`src/rtl/intersection_phase_arbiter_pkg.sv`:
```
// intersection_pkg: light encodings, phase and destination types shared by the intersection arbiter
package intersection_pkg;
    localparam logic [2:0] LIGHT_GREEN  = 3'b001;
    localparam logic [2:0] LIGHT_YELLOW = 3'b010;
    localparam logic [2:0] LIGHT_RED    = 3'b100;
    typedef enum logic [3:0] {
        HG  = 4'd0,
        HY  = 4'd1,
        AR1 = 4'd2,
        FG  = 4'd3,
        FY  = 4'd4,
        PW  = 4'd5,
        PC  = 4'd6,
        AR2 = 4'd7
    } phase_t;
    typedef enum logic {FARM = 1'b0, PED = 1'b1} dest_t;
endpackage

```
`src/rtl/intersection_phase_arbiter_timer.sv`:
```
// phase_timer: saturating tick counter; elapsed_o already includes the tick of the current cycle
module phase_timer #(
    parameter int TW = 8
) (
    input  logic          clk,
    input  logic          rst,
    input  logic          tick_i,
    input  logic          clr_i,
    output logic [TW-1:0] elapsed_o
);
    logic [TW-1:0] cnt_q;
    always_comb elapsed_o = (tick_i && cnt_q != '1) ? cnt_q + TW'(1) : cnt_q;
    always_ff @(posedge clk) begin
        if (rst || clr_i) cnt_q <= '0;
        else              cnt_q <= elapsed_o;
    end
endmodule

```
`src/rtl/intersection_phase_arbiter.sv`:
```
// intersection_phase_arbiter: highway/farm phase sequencer sharing the crossing among farm, pedestrian and preempt
module intersection_phase_arbiter
    import intersection_pkg::*;
#(
    parameter int HWY_MIN_GREEN  = 20,
    parameter int FARM_MIN_GREEN = 5,
    parameter int FARM_MAX_GREEN = 15,
    parameter int YELLOW_T       = 3,
    parameter int ALL_RED_T      = 1,
    parameter int WALK_T         = 8,
    parameter int PED_CLR_T      = 4,
    parameter int TW             = 8
) (
    input  logic       clk,
    input  logic       rst,
    input  logic       tick,
    input  logic       farm_sensor,
    input  logic       ped_req,
    input  logic       emer_req,
    input  logic       emer_dir,
    output logic [2:0] Highway_Light,
    output logic [2:0] Farm_Light,
    output logic       walk,
    output logic       ped_ack,
    output logic [3:0] phase,
    output logic       emer_active
);
    localparam logic [TW-1:0] T_HMIN = TW'(HWY_MIN_GREEN);
    localparam logic [TW-1:0] T_FMIN = TW'(FARM_MIN_GREEN);
    localparam logic [TW-1:0] T_FMAX = TW'(FARM_MAX_GREEN);
    localparam logic [TW-1:0] T_Y    = TW'(YELLOW_T);
    localparam logic [TW-1:0] T_AR   = TW'(ALL_RED_T);
    localparam logic [TW-1:0] T_WALK = TW'(WALK_T);
    localparam logic [TW-1:0] T_PCLR = TW'(PED_CLR_T);

    phase_t        state_q, state_d;
    dest_t         dest_q, dest_d, rr_q, rr_d, arb;
    logic          ped_pend_q, ped_pend_d, ped_ack_q;
    logic          emer_hwy, emer_farm, both, hy_go, pw_entry;
    logic [TW-1:0] el;

    phase_timer #(.TW(TW)) u_timer (
        .clk      (clk),
        .rst      (rst),
        .tick_i   (tick),
        .clr_i    (state_d != state_q),
        .elapsed_o(el)
    );

    always_comb begin
        emer_hwy  = emer_req & ~emer_dir;
        emer_farm = emer_req & emer_dir;
        both      = farm_sensor & ped_pend_q;
        hy_go     = state_q == HG && (emer_farm || (!emer_hwy && el >= T_HMIN && (farm_sensor || ped_pend_q)));
        arb       = emer_farm ? FARM : both ? rr_q : (ped_pend_q && !farm_sensor) ? PED : FARM;
        // a farm preempt overrides a pedestrian destination until the all-red ends
        dest_d    = hy_go ? arb : (emer_farm && (state_q == HY || state_q == AR1)) ? FARM : dest_q;
        rr_d      = (hy_go && !emer_farm && both) ? dest_t'(~rr_q) : rr_q;
        state_d   = state_q;
        case (state_q)
            HG:      state_d = hy_go ? HY : HG;
            HY:      state_d = el >= T_Y ? AR1 : HY;
            AR1:     state_d = el >= T_AR ? (dest_d == PED ? PW : FG) : AR1;
            FG:      state_d = emer_hwy ? FY : emer_farm ? FG :
                               ((el >= T_FMIN && !farm_sensor) || el >= T_FMAX) ? FY : FG;
            FY:      state_d = el >= T_Y ? AR2 : FY;
            PW:      state_d = (emer_hwy || el >= T_WALK) ? PC : PW;
            PC:      state_d = el >= T_PCLR ? AR2 : PC;
            AR2:     state_d = el >= T_AR ? HG : AR2;
            default: state_d = HG;
        endcase
        pw_entry   = state_d == PW && state_q != PW;
        ped_pend_d = ped_req | (ped_pend_q & ~pw_entry);
    end

    always_ff @(posedge clk) begin
        if (rst) begin
            state_q    <= HG;
            dest_q     <= FARM;
            rr_q       <= FARM;
            ped_pend_q <= 1'b0;
            ped_ack_q  <= 1'b0;
        end else begin
            state_q    <= state_d;
            dest_q     <= dest_d;
            rr_q       <= rr_d;
            ped_pend_q <= ped_pend_d;
            ped_ack_q  <= pw_entry;
        end
    end

    always_comb begin
        Highway_Light = state_q == HG ? LIGHT_GREEN : state_q == HY ? LIGHT_YELLOW : LIGHT_RED;
        Farm_Light    = state_q == FG ? LIGHT_GREEN : state_q == FY ? LIGHT_YELLOW : LIGHT_RED;
        walk          = state_q == PW;
        phase         = state_q;
        ped_ack       = ped_ack_q;
        emer_active   = emer_req && (emer_dir ? (state_q inside {HG, HY, AR1, FG})
                                              : !(state_q inside {HY, AR1}));
    end
endmodule

```
`config.mk`:
```
export PLATFORM = sky130hd
export DESIGN_NAME = intersection_phase_arbiter
export DESIGN_NICKNAME = d
export VERILOG_FILES = /design/src/rtl/intersection_phase_arbiter_pkg.sv /design/src/rtl/intersection_phase_arbiter_timer.sv /design/src/rtl/intersection_phase_arbiter.sv
export SDC_FILE = /design/constraint.sdc
export NUM_CORES = 1
export LEC_CHECK = 0
export BUFFER_PORTS_ARGS = -buffer_cell sky130_fd_sc_hd__buf_2
export CAP_MARGIN = 40
export CORE_MARGIN = 8
export CORE_UTILIZATION = 59
export CTS_BUF_LIST = sky130_fd_sc_hd__clkbuf_4 sky130_fd_sc_hd__clkbuf_8
export DETAILED_ROUTE_END_ITERATION = 7
export PLACE_DENSITY_LB_ADDON = 0.05
export SLEW_MARGIN = 20
export SYNTH_ARGS = -nofsm -noshare
export SYNTH_HDL_FRONTEND = slang
export SYNTH_SLANG_ARGS = --single-unit
```
`constraint.sdc`:
```
create_clock -name clk -period 3.65 [get_ports clk]
set_clock_uncertainty 0.1 [all_clocks]
set_input_delay 0.5475 -clock clk [delete_from_list [all_inputs] [get_ports clk]]
set_output_delay 0.5475 -clock clk [all_outputs]
set_load 0.05 [all_outputs]
```
==> summary.md <==
| Metric | Value |
|---|---|
| Post-Place Setup Slack | `0.619 ns` |
| Relative slew margins | `roughly three fifths` |
| Reg2reg path depth | `8` |
| Run status | `finished, final reports clean` |
| Hold Buf Count CTS | `0` |
| Die W | `63.8 um` |
| Synthesized flop and latch total | `15` |
| Global-route usage over all layers | `16.8%` |
| Via density | `~6.2` |
| Full die area | `4070 um2` |
| Worst Path Class, Setup | `reg -> reg` |
| Post-synthesis sequential area ratio | `between 20% and 30%` |
| Routed WL | `3.41 mm` |
| Synthesis Warnings | `0` |
| Core area | `2190 um2` |
| Syn_nets | `~180` |
| CTS buffer count | `3` |
| Worst-Margin Slew | `0.603 ns` |
| Post-Syn Area per Cell | `7.98 um2` |
| Antenna Cells | `0` |
| Startpoint types | `register` |
| PwrDens | `276 nW/um2` |
| Max-slew violations | `0` |
| Sequential share of power | `45.1%` |
| Die height | `63.8 um` |
| Commonest non-fill, non-tap cell in the layout | `nand2_1` |
| Final setup viols | `0` |
| WL per Instance | `between 15 and 20 um` |
| H-tree depth | `1` |
| Hpwl dp | `2.75 mm` |
| Setup Total Neg Slack | `0 ns` |
| Crit-path max FO | `9` |
| Worst EP required | `3.72 ns` |
| Gate Count Post-Synth | `169` |
| Post CTS Setup Buffer Count | `0` |
| Layout area overhead | `7.51%` |
| Dpl cell area | `1420 um2` |
| Worst hold endpoint | `ped_pend_q` |
| Yosys cell types | `56` |
| Comb power frac | `between 30% and 40%` |
| Final Power | `0.000400 W` |
| Clk sink count | `15` |
| Ys async rst share | `0%` |
| Most used routing layer | `met2` |
| Initial Util | `61.6%` |
| Period utilization | `84.9%` |
| DRT Pass-1 Iters | `4` |
| M1 GR Usage | `22.4%` |
| GP Congestion | `0.951` |
| Num ports | `20` |
| Int Pwr | `0.000264 W` |
| Final Critical Period | `3.10 ns` |
| Crit end category | `register` |
| Worst hold path type | `in -> reg` |
| Clk buf depth | `2` |
| RSZ-0062 raised after global routing | `false` |
| R2R Path Start | `u_timer.cnt_q[0]` |
| Clock transition at path regs | `0.08 ns` |
| Final WS setup | `0.550 ns` |
| Row count | `17` |
| Max-cap check violation count | `0` |
| Vias in the first global route | `1238` |
| Antenna viol nets, final | `0` |
| Final hold vios | `0` |
| Most frequent cells in the layout | `nand2_1, buf_2, nor2_1` |
| TritonCTS clock tree | `done` |
| Met3 Track Usage GR | `3.14%` |
| WHS Path Cells | `2` |
| Root buffer cell | `clkbuf_4` |
| Number of enable flip-flop cells after synthesis | `0` |
| Worst r2r dst | `u_timer.cnt_q[7]` |
| Switching portion of total power | `34.0%` |
| Number of fillers in the final layout | `196` |
| Internal reg-to-reg setup slack | `approximately 0.55 ns` |
| Vias | `1309` |
| # nets final | `approximately 190` |
| Skew-Pair Late Insertion Delay | `0.27 ns` |
| Global-route wire length before repair | `5.71 mm` |
| Met2 Resource Use GR | `between 20% and 30%` |
| CP arrival | `approximately 3.2 ns` |
| Initial drt markers | `101` |
| VDD IR-drop max | `0.312 mV` |
| Grt total ovfl | `0` |
| Largest net degree at the start of global routing | `13` |
| Psw | `roughly 0.00014 W` |
| Initial antenna violation count | `0` |
| Hold Startpoint | `ped_req` |
| Syn Std Cell Area | `1350 um2` |
| Ys flop type | `dfxtp_1` |
| Fmax | `323 MHz` |
| Clock network fraction of total power | `24.1%` |
| Leakage | `0.599 nW` |
| Final Instance Area | `1450 um2` |
| Share of cells above drive strength 1 | `22.0%` |
| Residual DRC count | `0` |
| CTS-repair resized insts | `0` |
| Port bufs | `18` |
==> per-layer routing <==
metal | wire length (um) | share of wire (%)
met1 | 1500 | 44
met2 | 1540 | 45
met3 | 326 | 9.6
met4 | 37 | 1.1
met5 | 0 | 0
==> metrics by stage <==
| step | instances | utilization [%] | hold WS (ns) |
|---|---|---|---|
| 2_1_floorplan | 169 | - | 0.353 |
| 3_3_place_gp | 206 | 64.8 | 0.379 |
| 3_5_place_dp | 206 | 64.8 | 0.381 |
| 4_1_cts | 210 | 66.2 | 0.391 |
| 5_1_grt | 210 | 66.2 | 0.396 |
| 6_report | 210 | 66.2 | 0.394 |
==> state kept, by name, summed over array words and instances (netlist names) <==
name and count:
dest_q 1, ped_ack 1, ped_pend_q 1, phase 3, rr_q 1, u_timer.cnt_q 8
==> worst max-delay path, cell delays in order (launching register included) <==
cell,delay [ns]
dfxtp_1,0.46
ha_1,0.30
nand4_2,0.19
o41ai_2,0.61
nand4_1,0.31
mux2_2,0.36
a211oi_2,0.15
buf_4,0.22
mux2_4,0.31
==> cells by family (layout without fill, tap and decap cells) <==
logic type	count (synthesis)	in the layout	share of synthesized area [%]
AO/OA/AOI/OAI	38	38	24.9
XOR/XNOR	2	2	1.86
adder cells (fa/ha/maj)	1	1	0.927
buffers and inverters	17	30	6.49
flip-flops	15	15	22.3
multiplexers	15	15	11.8
other	1	1	0.278
AND/OR/NAND/NOR	80	80	31.5
==> worst max-delay path by stage <==
| stage | from | end | slack [ns] |
|---|---|---|---|
| after floorplan | phase[2] | Farm_Light[2] | 0.09 |
| after global placement | u_timer.cnt_q[0] | u_timer.cnt_q[7] | 0.63 |
| after detailed placement | u_timer.cnt_q[0] | u_timer.cnt_q[7] | 0.62 |
| after CTS | u_timer.cnt_q[0] | u_timer.cnt_q[7] | 0.59 |
| after global routing | u_timer.cnt_q[0] | u_timer.cnt_q[7] | 0.38 |
| final | u_timer.cnt_q[0] | u_timer.cnt_q[7] | 0.55 |
==> cell usage after synthesis (2+ instances only) <==
library cell	instances	area share [%]
nand3_1	6	2.2
or3_1	3	1.4
nand2b_1	2	0.93
a21oi_1	8	3.0
nand2_1	24	6.7
clkbuf_1	3	0.83
dfxtp_1	15	22
o21ai_0	5	1.9
or4_1	2	1.1
nor2b_1	4	1.9
mux2_2	2	1.7
a31oi_1	4	1.9
nand4_2	2	1.9
and4_1	2	1.3
nor3_1	7	2.6
o21a_1	2	1.1
o211ai_1	2	1.1
mux2i_1	11	8.2
and2_1	3	1.4
buf_4	4	2.2
nor2_1	17	4.7
inv_1	6	1.7
nand4_1	2	0.93
==> final cells by class <==
type,instances,area [um2],area share (%)
well taps,28,35.0,2.42
repair buffers,19,97.6,6.73
multi-input cells,137,961,66.3
clock buffers,4,30.0,2.07
inverters,7,26.3,1.81
flip-flops and latches,15,300,20.7
==> power by group through the flow <==
stage,combinational (W),sequential [W],clock [W]
2_1_floorplan,0.0000965,0.000184,0
3_3_place_gp,0.000121,0.000183,0
3_5_place_dp,0.000122,0.000184,0
4_1_cts,0.000123,0.000180,0.000101
5_1_grt,0.000132,0.000182,0.000112
6_report,0.000123,0.000180,0.0000966
(Power assumes the default switching activity.)
